<file path="src/rtl/fnd_pkg.sv">
// Shared constants and helpers for the seven-segment scan driver:
// active-low segment patterns, decimal-point placement and anode idle value.
package fnd_pkg;

   localparam logic [6:0] SEG_DASH    = 7'h3F;
   localparam logic [6:0] SEG_OFF     = 7'h7F;
   localparam logic [7:0] AN_OFF      = 8'hFF;
   localparam logic [7:0] DP_HHMMSScc = 8'b0101_0100;

   // Active-low gfedcba patterns for BCD 0..9
   localparam logic [6:0] SEG7_DIGITS [10] = '{
      7'h40, 7'h79, 7'h24, 7'h30, 7'h19,
      7'h12, 7'h02, 7'h78, 7'h00, 7'h10
   };

   typedef logic [7:0][3:0] digit_bank_t;

   function automatic logic [7:0] anode_select(input logic [2:0] idx);
      logic [7:0] sel;
      sel = AN_OFF;
      sel[idx] = 1'b0;
      return sel;
   endfunction

endpackage : fnd_pkg

</file>
<file path="src/rtl/fnd_scan_driver_bcd_to_seg7.sv">
// Combinational BCD to active-low seven-segment decode; codes above 9
// render as a dash so corrupt digits stay visible instead of blank.
module bcd_to_seg7
   import fnd_pkg::*;
(
   input  logic [3:0] i_bcd,
   output logic [6:0] o_seg
);

   // Table lookup with an explicit dash for the six invalid codes
   always_comb begin
      o_seg = SEG_DASH;
      case (i_bcd)
         4'd0:    o_seg = SEG7_DIGITS[0];
         4'd1:    o_seg = SEG7_DIGITS[1];
         4'd2:    o_seg = SEG7_DIGITS[2];
         4'd3:    o_seg = SEG7_DIGITS[3];
         4'd4:    o_seg = SEG7_DIGITS[4];
         4'd5:    o_seg = SEG7_DIGITS[5];
         4'd6:    o_seg = SEG7_DIGITS[6];
         4'd7:    o_seg = SEG7_DIGITS[7];
         4'd8:    o_seg = SEG7_DIGITS[8];
         4'd9:    o_seg = SEG7_DIGITS[9];
         default: o_seg = SEG_DASH;
      endcase
   end

endmodule : bcd_to_seg7

</file>
<file path="src/rtl/fnd_scan_driver.sv">
// Eight-digit common-anode scan driver: frame-atomic digit snapshot, per-slot
// dead time against ghosting, and registered active-low display outputs.
module fnd_scan_driver
   import fnd_pkg::*;
#(
   parameter int unsigned DIV     = 32'd12500,
   parameter int unsigned BLANK   = 32'd16,
   parameter logic [7:0]  DP_MASK = DP_HHMMSScc
) (
   input  logic       i_clk,
   input  logic       i_rst,
   input  logic [3:0] i_num7,
   input  logic [3:0] i_num6,
   input  logic [3:0] i_num5,
   input  logic [3:0] i_num4,
   input  logic [3:0] i_num3,
   input  logic [3:0] i_num2,
   input  logic [3:0] i_num1,
   input  logic [3:0] i_num0,
   input  logic [7:0] i_digit_en,
   output logic [7:0] o_an,
   output logic [6:0] o_seg,
   output logic       o_dp,
   output logic       o_frame
);

   localparam int unsigned    CW        = $clog2(DIV);
   localparam logic [CW-1:0]  CNT_LAST  = CW'(DIV - 32'd1);
   localparam logic [CW-1:0]  BLANK_END = CW'(BLANK);
   localparam logic [CW-1:0]  CNT_ONE   = CW'(32'd1);

   logic [CW-1:0] cnt_q, cnt_d;
   logic [2:0]    idx_q, idx_d;
   digit_bank_t   snap_num_q, snap_num_d;
   logic [7:0]    snap_en_q, snap_en_d;
   logic [7:0]    an_q, an_d;
   logic [6:0]    seg_q, seg_d;
   logic          dp_q, dp_d;
   logic          frame_q, frame_d;

   logic          slot_end_s;
   logic          frame_end_s;
   logic          lit_s;
   logic [3:0]    cur_num_s;
   logic [6:0]    cur_seg_s;

   // Slot and frame boundary detection
   always_comb begin
      slot_end_s  = (cnt_q == CNT_LAST);
      frame_end_s = slot_end_s && (idx_q == 3'd0);
   end

   // Slot counter and digit index; idx counts down and wraps 0 -> 7
   always_comb begin
      cnt_d = cnt_q + CNT_ONE;
      idx_d = idx_q;
      if (slot_end_s) begin
         cnt_d = '0;
         idx_d = idx_q - 3'd1;
      end else begin
         cnt_d = cnt_q + CNT_ONE;
         idx_d = idx_q;
      end
   end

   // Snapshot capture and frame strobe, only at the end of the digit-0 slot
   always_comb begin
      snap_num_d = snap_num_q;
      snap_en_d  = snap_en_q;
      frame_d    = 1'b0;
      if (frame_end_s) begin
         snap_num_d = {i_num7, i_num6, i_num5, i_num4,
                       i_num3, i_num2, i_num1, i_num0};
         snap_en_d  = i_digit_en;
         frame_d    = 1'b1;
      end else begin
         snap_num_d = snap_num_q;
         snap_en_d  = snap_en_q;
         frame_d    = 1'b0;
      end
   end

   // Current digit selection feeding the single shared decoder
   always_comb begin
      cur_num_s = snap_num_q[idx_q];
      lit_s     = (cnt_q >= BLANK_END) && snap_en_q[idx_q];
   end

   bcd_to_seg7 u_bcd_to_seg7 (
      .i_bcd (cur_num_s),
      .o_seg (cur_seg_s)
   );

   // Output decode: everything dark during dead time or for a masked digit
   always_comb begin
      an_d  = AN_OFF;
      seg_d = SEG_OFF;
      dp_d  = 1'b1;
      if (lit_s) begin
         an_d  = anode_select(idx_q);
         seg_d = cur_seg_s;
         dp_d  = ~DP_MASK[idx_q];
      end else begin
         an_d  = AN_OFF;
         seg_d = SEG_OFF;
         dp_d  = 1'b1;
      end
   end

   // State and output registers with synchronous reset
   always_ff @(posedge i_clk) begin
      if (i_rst) begin
         cnt_q      <= '0;
         idx_q      <= 3'd7;
         snap_num_q <= '0;
         snap_en_q  <= 8'hFF;
         an_q       <= AN_OFF;
         seg_q      <= SEG_OFF;
         dp_q       <= 1'b1;
         frame_q    <= 1'b0;
      end else begin
         cnt_q      <= cnt_d;
         idx_q      <= idx_d;
         snap_num_q <= snap_num_d;
         snap_en_q  <= snap_en_d;
         an_q       <= an_d;
         seg_q      <= seg_d;
         dp_q       <= dp_d;
         frame_q    <= frame_d;
      end
   end

   assign o_an    = an_q;
   assign o_seg   = seg_q;
   assign o_dp    = dp_q;
   assign o_frame = frame_q;

endmodule : fnd_scan_driver

</file>
<file path="config.mk">
export PLATFORM = sky130hd
export DESIGN_NAME = fnd_scan_driver
export DESIGN_NICKNAME = d
export VERILOG_FILES = /design/src/rtl/fnd_pkg.sv /design/src/rtl/fnd_scan_driver_bcd_to_seg7.sv /design/src/rtl/fnd_scan_driver.sv
export SDC_FILE = /design/constraint.sdc
export NUM_CORES = 1
export LEC_CHECK = 0
export BUFFER_PORTS_ARGS = -buffer_cell sky130_fd_sc_hd__buf_2
export CAP_MARGIN = 20
export CELL_PAD_IN_SITES_DETAIL_PLACEMENT = 1
export CELL_PAD_IN_SITES_GLOBAL_PLACEMENT = 2
export CORE_UTILIZATION = 32
export CTS_BUF_LIST = sky130_fd_sc_hd__clkbuf_8
export CTS_CLUSTER_SIZE = 25
export DETAILED_ROUTE_END_ITERATION = 10
export PLACE_DENSITY = 0.82
export SETUP_SLACK_MARGIN = 0.4
export SLEW_MARGIN = 15
export SYNTH_ARGS = -nofsm -noshare
export SYNTH_HDL_FRONTEND = slang
export SYNTH_HIERARCHICAL = 1
export SYNTH_SLANG_ARGS = --single-unit
</file>
<file path="constraint.sdc">
create_clock -name i_clk -period 2.4 [get_ports i_clk]
set_clock_uncertainty 0.2 [all_clocks]
set_input_delay 0.24 -clock i_clk [delete_from_list [all_inputs] [get_ports i_clk]]
set_output_delay 0.24 -clock i_clk [all_outputs]
set_load 0.1 [all_outputs]
</file>
==> flow_summary.yaml, run 1 <==
outcome:
  status: "finished with violations"
  violations: "negative setup slack"
critical_path:
  slowest_stage: "or4_4"
  r2r-end: "snap_num_q[20]$_SDFFE_PP0P_"
  crit_fanout: 8
  reg2reg_depth: 8
  end_kind: "flop"
  cpMostUsedCell: "buf_6"
  r2r_start: "cnt_q[10]$_SDFF_PP0_"
  start_kind: "flop"
  max_stage_delay_ps: 570
  crit_chain: "or4_4 -> buf_6 -> nor4_4 -> buf_6 -> buf_12 -> clkbuf_16 -> nand3_2 -> a21oi_1"
  worstPathRequired_ps: 2480
  worst_setup_path_startpoint: "cnt_q[10]$_SDFF_PP0_"
  path_class: "flop to flop"
  critPathArrivalTime_ps: 2500
  regToRegSetupSlack_ps: -20
cells_and_area:
  syn2layout_area_growth_pct: 71.8
  drive_gt1_frac: 0.528
  final_area_mm2: 0.00590
  diodes: 0
  finalNonFillerCells: 666
  final_cell_mix: "dfxtp_1, buf_2, dlygate4sd3_1"
  layout_commonest_cell: "dfxtp_1"
  nets: 576
clock_network:
  worstSkewPairLatency_ps: 370
  cts-buffers-inserted: 9
  clk_path_buf_depth: 2
  cts_sinks: 75
  cts_tree: "done"
  root_buffer: "clkbuf_8"
  clk_pin_slew_ps: 100
  htreeDepth: 3
logic_synthesis:
  synth_ff_type: "dfxtp_1"
  syn_area_mm2: 0.00344
  async_flop_share: 0
  synth_top_family_by_area: "simple AND/OR/NAND/NOR gates"
  yosysWarnings: 6
  ys_seq_elements: 75
  ys_seq_area_frac: 0.437
  synthMuxAreaShare: 0.0502
  synthAdderAreaFrac: 0.0328
  yosys.area_share.simple: 0.222
  synth-compound-area-share: 0.165
  synthXorXnorAreaFrac: 0.0306
  ys_types: 52
  synth-edff-count: 0
  syn-num-nets: 438
  avgSynthCellArea_um2: 8.88
  syn_inst: 387
route:
  routed_wl_mm: 15.0
  first_pass_iters: 4
  post_drt_wl_per_cell_um: 22.5
  route.met3.wl_um: 670
  drt-met1-wl_mm: 6.22
  drtIter0Drc: 183
  routed-wl-met2_mm: 7.70
  drc: 0
  dr.max_layer_used: "met4"
  detail-route-antenna-nets: 0
  vias: 3675
  vias_per_cell: 5.52
pwr:
  ir_drop_mv: 0.262
  cellPowerDensity_mw_per_mm2: 402
  leakage_nw: 2.11
  total_power_mw: 2.37
global_route:
  grt_start_max_net_pins: 47
  globalRouteOverflowTotal: 0
  grt_pass1_wl_mm: 18.4
  grt_antenna_before_repair: 0
  grt.total_usage: 0.214
  grt_pass1_vias: 3590
timing:
  rsz0062_at_grt: "true"
  setup_ws_ps: -17.0
  setup_violations: 1
  hold_ws_ps: 23.6
  maxSlewHeadroom: 0.559
  timing_hold_violations_final: 0
  min_period_ps: 2420
  max_freq_mhz: 414
  worst_pin_slew_ps: 662
  finalCritPeriodShare: 1.01
  drv_slew: 0
placement:
  hpwl_mm: 6.41
  place.gp.congestion: 0.786
  placedCellCount: 572
  place_area_mm2: 0.00401
  pre_cts_ws_ps: 37.5
  portBuffers: 58
hold_path:
  min_to: "snap_en_q[3]$_SDFFE_PP1P_"
  min-delay-start: "i_digit_en[3]"
  holdPathStages: 3
  hp-class: "primary input to flop"
floorplanning:
  start_util: 0.331
  dieArea_mm2: 0.0112
  core_mm2: 0.0104
  die_x_um: 106
  die_y_um: 106
  ioPinCount: 59
  rows: 37
run:
  cap_viol_max_count: 0
flip-flops by register name (all words and copies together), names as in the netlist, named ones only:
register	count
snap_num_q	32
o_seg	7
o_an	8
cnt_q	14
o_frame	1
snap_en_q	8
idx_q	3
o_dp	1
worst max path at each step:
stage / endpoint / slack (ps)
3_5_place_dp: flop / 40
6_report: snap_num_q[20]$_SDFFE_PP0P_ / -20
2_1_floorplan: snap_num_q[11]$_SDFFE_PP0P_ / 260
5_1_grt: snap_num_q[20]$_SDFFE_PP0P_ / -40
3_3_place_gp: flop / 30
4_1_cts: snap_num_q[17]$_SDFFE_PP0P_ / 140
through the flow:
step	setup TNS, ps	util
after global placement	0	0.386
after detailed placement	0	0.386
after CTS	0	0.488
after global routing	-121	0.569
after floorplan	0	-
final	-17.0	0.569
power breakdown:
group	leakage [nW]	switching, mW	internal (mW)	total, mW
Combinational	1.41	0.0633	0.0782	0.141
Sequential	0.608	0.00463	1.24	1.25
Clock	0.0915	0.549	0.434	0.983
Total	2.11	0.617	1.76	2.37
critical path: cells and delay by family, from the launching register on:
kind | cells | cell delay (ps)
AO/OA/AOI/OAI | 1 | 210
AND/OR/NAND/NOR | 3 | 930
buffers and inverters | 4 | 630
flip-flops | 1 | 350
cell type report:
type / instances / area [µm²]
Clock buffer: 11 / 151
Tap cell: 136 / 170
Sequential cell: 75 / 1520
Fill cell: 1123 / 4470
Multi-Input combinational cell: 273 / 2560
Inverter: 11 / 48.8
Clock inverter: 5 / 37.5
Timing Repair Buffer: 155 / 1410
cell families after synthesis:
group / Yosys count
AO/OA/AOI/OAI: 97
flip-flops: 75
AND/OR/NAND/NOR: 137
XOR/XNOR: 12
multiplexers: 14
adder cells (fa/ha/maj): 9
buffers and inverters: 43
what timing repair did:
item,4_1_cts,5_1_grt
pin swaps,46,68
endpoints found under the setup margin,74,75
buffers inserted,20,7
hold buffers,36,0
cloned,5,10
endpoints found under the hold margin,36,0
gates resized for setup,59,127
cells in the mapped netlist, types with 3 or more instances:
library cell | instances | area share
nor4_1 | 3 | 0.0055
nor2_1 | 23 | 0.025
nor3_1 | 3 | 0.0044
ha_1 | 9 | 0.033
a211o_1 | 8 | 0.020
clkbuf_1 | 16 | 0.017
buf_2 | 5 | 0.0073
dfxtp_1 | 75 | 0.44
o21ai_1 | 30 | 0.044
nand2b_1 | 9 | 0.016
buf_6 | 4 | 0.013
or3_1 | 3 | 0.0055
mux2_2 | 6 | 0.020
nand2_1 | 11 | 0.012
xor2_1 | 3 | 0.0076
nand3_1 | 41 | 0.060
and3_1 | 13 | 0.024
nor2b_1 | 4 | 0.0073
a31oi_1 | 4 | 0.0073
nand4_1 | 7 | 0.013
a21oi_1 | 39 | 0.057
o21ai_0 | 3 | 0.0044
buf_4 | 5 | 0.011
xnor2_1 | 9 | 0.023
mux2i_1 | 6 | 0.017
a221oi_1 | 4 | 0.010
inv_1 | 10 | 0.011
routing by layer:
| layer | up-vias | global-route usage |
|---|---|---|
| met5 | - | 0 |
| met4 | 0 | 0.0833 |
| met3 | 29 | 0.0396 |
| met2 | 107 | 0.363 |
| met1 | 1860 | 0.267 |
| li1 | 1679 | - |
Power figures use the tool's default switching activity.
==> run 2, diff against run 1 <==
--- a/config.mk
+++ b/config.mk
@@ -9,11 +9,11 @@
 export CAP_MARGIN = 20
 export CELL_PAD_IN_SITES_DETAIL_PLACEMENT = 1
 export CELL_PAD_IN_SITES_GLOBAL_PLACEMENT = 2
-export CORE_UTILIZATION = 32
-export CTS_BUF_LIST = sky130_fd_sc_hd__clkbuf_8
+export CORE_UTILIZATION = 30
+export CTS_BUF_LIST = sky130_fd_sc_hd__clkbuf_16
 export CTS_CLUSTER_SIZE = 25
 export DETAILED_ROUTE_END_ITERATION = 10
-export PLACE_DENSITY = 0.82
+export PLACE_DENSITY = 0.78
 export SETUP_SLACK_MARGIN = 0.4
 export SLEW_MARGIN = 15
 export SYNTH_ARGS = -nofsm -noshare
==> flow_summary.yaml, run 2 (synthesis gave the netlist of run 1 again) <==
clock_network:
  worstSkewPairLatency_ps: 340
  htreeDepth: 3
  clk_pin_slew_ps: 60
  cts_sinks: 75
  cts-buffers-inserted: 9
  root_buffer: "clkbuf_16"
  clk_path_buf_depth: 2
  cts_tree: "done"
route:
  detail-route-antenna-nets: 0
  drc: 0
  routed_wl_mm: 14.0
  first_pass_iters: 4
  vias: 3587
  drtIter0Drc: 136
  post_drt_wl_per_cell_um: 21.3
  vias_per_cell: 5.43
pwr:
  leakage_nw: 2.14
  cellPowerDensity_mw_per_mm2: 501
  ir_drop_mv: 0.272
  total_power_mw: 2.81
cells_and_area:
  final_cell_mix: "dfxtp_1, buf_2, dlygate4sd3_1"
  regArea_mm2: 0.00152
  drive_gt1_frac: 0.445
  multiInputGateArea_mm2: 0.00222
  num-fill-cells: 1217
  layout_commonest_cell: "dfxtp_1"
  largestRegisters: "snap_num_q (32), cnt_q (14)"
  regMostFlops: "snap_num_q"
  syn2layout_area_growth_pct: 63.2
  post-route-util: 0.511
  largest_register_ffs: 32
  finalNonFillerCells: 661
  nets: 567
  diodes: 0
critical_path:
  r2r_start: "cnt_q[10]$_SDFF_PP0_"
  crit_chain: "or4_4 -> or4_4 -> buf_16 -> o21ai_1 -> a21oi_2"
  start_kind: "flop"
  crit_buf_inv: 1
  max_stage_delay_ps: 660
  crit_fanout: 8
  worstPathRequired_ps: 2410
  regToRegSetupSlack_ps: 40
  slowest_stage: "or4_4"
  r2r-end: "snap_num_q[12]$_SDFFE_PP0P_"
  end_kind: "flop"
  cpMostUsedCell: "or4_4"
  path_class: "flop to flop"
  cp_top_family: "simple AND/OR/NAND/NOR gates"
  reg2reg_depth: 5
  critPathArrivalTime_ps: 2370
timing:
  setup_violations: 0
  setup_ws_ps: 40.3
  drv_slew: 0
  tns_ps: 0
  rsz0062_at_grt: "true"
  worst_pin_slew_ps: 491
  timing_hold_violations_final: 0
  min_period_ps: 2360
  maxSlewHeadroom: 0.675
  max_freq_mhz: 424
  finalCritPeriodShare: 0.983
global_route:
  grt.total_usage: 0.219
  grt_start_max_net_pins: 31
  globalRouteOverflowTotal: 0
  grt_antenna_before_repair: 0
  grt_pass1_vias: 3700
  grt_pass1_wl_mm: 19.6
hold_path:
  hp-class: "primary input to flop"
  holdPathStages: 3
  min_to: "snap_en_q[3]$_SDFFE_PP1P_"
  min-delay-start: "i_digit_en[3]"
placement:
  hpwl_mm: 6.83
  portBuffers: 58
  pre_cts_ws_ps: 72.6
  placedCellCount: 575
  place.gp.congestion: 0.765
floorplanning:
  start_util: 0.313
  dieArea_mm2: 0.0119
  die_y_um: 109
  die_x_um: 109
  rows: 38
  core_mm2: 0.0110
  ioPinCount: 59
run:
  cap_viol_max_count: 0
outcome:
  status: "completed"
run 2: cell count changes in the layout (fill, tap and decap cells not counted), sizes merged, moves of 2 or more:
cell         delta
clkbuf          -6
dlygate4sd3     -4
buf             +3
bufinv          +2
run 2: worst min-delay path: stages:
cell	delay, ps
buf_2	70
and3_1	130
a211o_1	90
run 2: routing by layer:
layer / vias to the layer above / wire (µm) / share of wire / global-route usage
li1: 1640 / - / - / -
met1: 1782 / 5630 / 0.40 / 0.258
met2: 124 / 7140 / 0.51 / 0.372
met3: 41 / 663 / 0.047 / 0.0502
met4: 0 / 616 / 0.044 / 0.111
met5: - / 0 / 0 / 0
run 2: worst max path at each step:
| stage | start | cells past startpoint | to |
|---|---|---|---|
| 3_5_place_dp | cnt_q[0]$_SDFF_PP0_ | 7 | snap_en_q[4]$_SDFFE_PP1P_ |
| 4_1_cts | cnt_q[0]$_SDFF_PP0_ | 9 | snap_num_q[1]$_SDFFE_PP0P_ |
| 2_1_floorplan | cnt_q[0]$_SDFF_PP0_ | 6 | snap_num_q[11]$_SDFFE_PP0P_ |
| 3_3_place_gp | cnt_q[0]$_SDFF_PP0_ | 6 | snap_num_q[31]$_SDFFE_PP0P_ |
| 6_report | cnt_q[10]$_SDFF_PP0_ | 5 | snap_num_q[12]$_SDFFE_PP0P_ |
| 5_1_grt | idx_q[1]$_SDFFE_PP1N_ | 8 | o_seg[0]$_SDFF_PP1_ |
run 2: power by group:
group          leakage [nW]  switching (mW)  internal, mW
logic                  1.37          0.0489        0.0720
registers             0.608         0.00449          1.25
clock network         0.159           0.538         0.899
run 2: area by class of cell:
type	count	share of cell area
flip-flops and latches	75	0.272
well taps	140	0.0312
clock inverters	7	0.0152
repair buffers	150	0.236
multi-input cells	269	0.396
clock buffers	9	0.0402
inverters	11	0.00915
run 2: repair_timing:
| item | CTS | global route |
|---|---|---|
| resized for setup | 69 | 59 |
| endpoints found under the hold margin | 32 | 0 |
| setup endpoints to repair | 75 | 75 |
| buffers inserted | 26 | 4 |
| hold buffers | 32 | 0 |
| cloned | 6 | 2 |
| pin swaps | 47 | 23 |
run 2: metrics by stage:
step / hold WS [ps] / area [µm²]
after floorplan: 143 / 3540
after global placement: 177 / 3990
after detailed placement: 181 / 3990
after CTS: 20.5 / 5260
after global routing: 25.3 / 5610
final: 21.7 / 5610
==> run 3, diff against run 2 <==
--- a/config.mk
+++ b/config.mk
@@ -13,10 +13,9 @@
 export CTS_BUF_LIST = sky130_fd_sc_hd__clkbuf_16
 export CTS_CLUSTER_SIZE = 25
 export DETAILED_ROUTE_END_ITERATION = 10
-export PLACE_DENSITY = 0.78
+export PLACE_DENSITY = 0.79
 export SETUP_SLACK_MARGIN = 0.4
 export SLEW_MARGIN = 15
 export SYNTH_ARGS = -nofsm -noshare
 export SYNTH_HDL_FRONTEND = slang
-export SYNTH_HIERARCHICAL = 1
 export SYNTH_SLANG_ARGS = --single-unit
==> flow_summary.yaml, run 3 <==
outcome:
  status: "completed"
clock_network:
  clk_pin_slew_ps: 60
  clk_path_buf_depth: 2
  cts-buffers-inserted: 9
  cts_sinks: 75
  cts_tree: "done"
  htreeDepth: 3
  worstSkewPairLatency_ps: 330
  root_buffer: "clkbuf_16"
timing:
  finalCritPeriodShare: 0.920
  drv_slew: 0
  maxSlewHeadroom: 0.644
  timing_hold_violations_final: 0
  tns_ps: 0
  min_period_ps: 2210
  hold_ws_ps: 179
  rsz0062_at_grt: "true"
  max_freq_mhz: 453
  worst_pin_slew_ps: 534
  setup_violations: 0
critical_path:
  reg2reg_depth: 7
  cp_top_family: "compound AO/OA/AOI/OAI gates"
  worstPathRequired_ps: 2400
  cp.depth: 7
  r2r_start: "idx_q[1]$_SDFFE_PP1N_"
  crit_chain: "buf_6 -> mux2i_1 -> a2bb2oi_1 -> nand2_1 -> buf_4 -> nor3_2 -> o31ai_1"
  r2r-end: "o_seg[0]$_SDFF_PP1_"
  crit_buf_inv: 2
  slowest_stage: "dfxtp_4"
  worst_setup_path_startpoint: "idx_q[1]$_SDFFE_PP1N_"
  crit_fanout: 12
  start_kind: "flop"
  max_stage_delay_ps: 400
  end_kind: "flop"
  crit_end: "o_seg[0]$_SDFF_PP1_"
  path_class: "flop to flop"
  critPathArrivalTime_ps: 2210
  regToRegSetupSlack_ps: 190
hold_path:
  holdPathStages: 1
  hp-class: "flop to flop"
global_route:
  grtUsageMet2: 0.290
  grt_start_max_net_pins: 46
  grt.total_usage: 0.171
  grtUsageMet3: 0.0278
  grt_antenna_before_repair: 0
  globalRouteOverflowTotal: 0
  grt_pass1_wl_mm: 14.8
  busiest_layer: "met2"
  met1_usage: 0.218
  grt_pass1_vias: 3027
cells_and_area:
  num-fill-cells: 1175
  layout_commonest_cell: "nand2_1"
  final_cell_mix: "nand2_1, dfxtp_1, buf_2"
  syn2layout_area_growth_pct: 59.4
  largestRegisters: "snap_num_q (32), cnt_q (14)"
  regMostFlops: "snap_num_q"
  drive_gt1_frac: 0.400
  nets: 551
  diodes: 0
  largest_register_ffs: 32
logic_synthesis:
  yosys.area_share.simple: 0.248
  synth-edff-count: 0
  ys_seq_area_frac: 0.467
  synth_ff_type: "dfxtp_1"
  synth_area_leaders: "dfxtp_1, nand2_1, a21oi_1"
  yosysWarnings: 0
  syn_inst: 369
  syn_area_mm2: 0.00322
  synthAdderAreaFrac: 0.0350
  synthMuxAreaShare: 0.0708
  synth.most_common_cell: "nand2_1"
  syn-num-nets: 420
  ys_types: 40
  synth_top_family_by_area: "simple AND/OR/NAND/NOR gates"
  synth_common_cells: "nand2_1, dfxtp_1, a21oi_1, nor2_1, nand3_1"
  ys_seq_elements: 75
  yosysTopAreaCellShare: 0.467
  yosysTopAreaCell: "dfxtp_1"
  synth-compound-area-share: 0.0956
  synthXorXnorAreaFrac: 0.0354
  avgSynthCellArea_um2: 8.72
  async_flop_share: 0
route:
  detail-route-antenna-nets: 0
  routed_wl_mm: 10.3
  post_drt_wl_per_cell_um: 16.1
  vias_per_cell: 4.82
  drtIter0Drc: 90
  vias: 3087
  first_pass_iters: 4
  drc: 0
floorplanning:
  ioPinCount: 59
  start_util: 0.310
  rows: 37
  core_mm2: 0.0104
  die_x_um: 106
  die_y_um: 106
  dieArea_mm2: 0.0111
pwr:
  cellPowerDensity_mw_per_mm2: 523
  ir_drop_mv: 0.331
  leakage_nw: 2.07
  total_power_mw: 2.68
placement:
  place.gp.congestion: 0.805
  portBuffers: 58
  hpwl_mm: 5.59
run:
  cap_viol_max_count: 0
==> run 3: stage by stage <==
stage | cells | cell area, µm² | utilization | worst slack (ps)
after floorplan | 369 | 3300 | - | 211
final | 641 | 5130 | 0.495 | 192
after CTS | 624 | 4690 | 0.453 | 280
after global placement | 552 | 3710 | 0.358 | 139
after global routing | 641 | 5130 | 0.495 | 108
after detailed placement | 552 | 3710 | 0.358 | 101
==> run 3: what timing repair did <==
action,in CTS,in global routing
endpoints found under the setup margin,71,73
pin swaps,10,24
hold endpoints to repair,39,1
gates cloned,2,3
hold buffers,39,1
setup buffers,15,13
gates resized for setup,44,68
==> run 3: cell families (layout without fill, tap and decap cells) <==
group,after synthesis,after routing
multiplexers,16,16
buffers and inverters,31,166
XOR/XNOR,13,13
adder cells (fa/ha/maj),9,9
AO/OA/AOI/OAI,56,56
AND/OR/NAND/NOR,169,170
flip-flops,75,75
==> run 3: power breakdown <==
part / switching (mW) / internal (mW)
logic: 0.0473 / 0.0809
clock network: 0.510 / 0.790
registers: 0.00702 / 1.25
total: 0.564 / 2.12
==> run 3: metal layers <==
layer | vias up | routed length (µm)
met5 | - | 0
met3 | 10 | 267
met4 | 0 | 110
met2 | 56 | 5320
li1 | 1522 | -
met1 | 1499 | 4620
==> run 3: cell type report <==
class | instances | area [µm²] | share of cell area
clock inverter | 7 | 60.1 | 0.0117
sequential | 75 | 1520 | 0.297
clock buffer | 9 | 225 | 0.0439
timing repair buffer | 142 | 1140 | 0.222
multi-input combinational | 264 | 1970 | 0.384
tap | 136 | 170 | 0.0332
inverter | 8 | 36.3 | 0.00707
==> run 3: worst reg2reg max path: stages, from the launching register on <==
cell and delay [ps]:
dfxtp_4 400, buf_6 180, mux2i_1 330, a2bb2oi_1 310
nand2_1 120, buf_4 200, nor3_2 240, o31ai_1 110
==> run 3: worst min-delay path by stage <==
stage / end / slack, ps
2_1_floorplan: o_dp$_SDFF_PP1_ / 140
3_3_place_gp: o_dp$_SDFF_PP1_ / 150
3_5_place_dp: o_dp$_SDFF_PP1_ / 160
4_1_cts: snap_num_q[4]$_SDFFE_PP0P_ / 1
5_1_grt: o_dp$_SDFF_PP1_ / 190
6_report: o_dp$_SDFF_PP1_ / 180
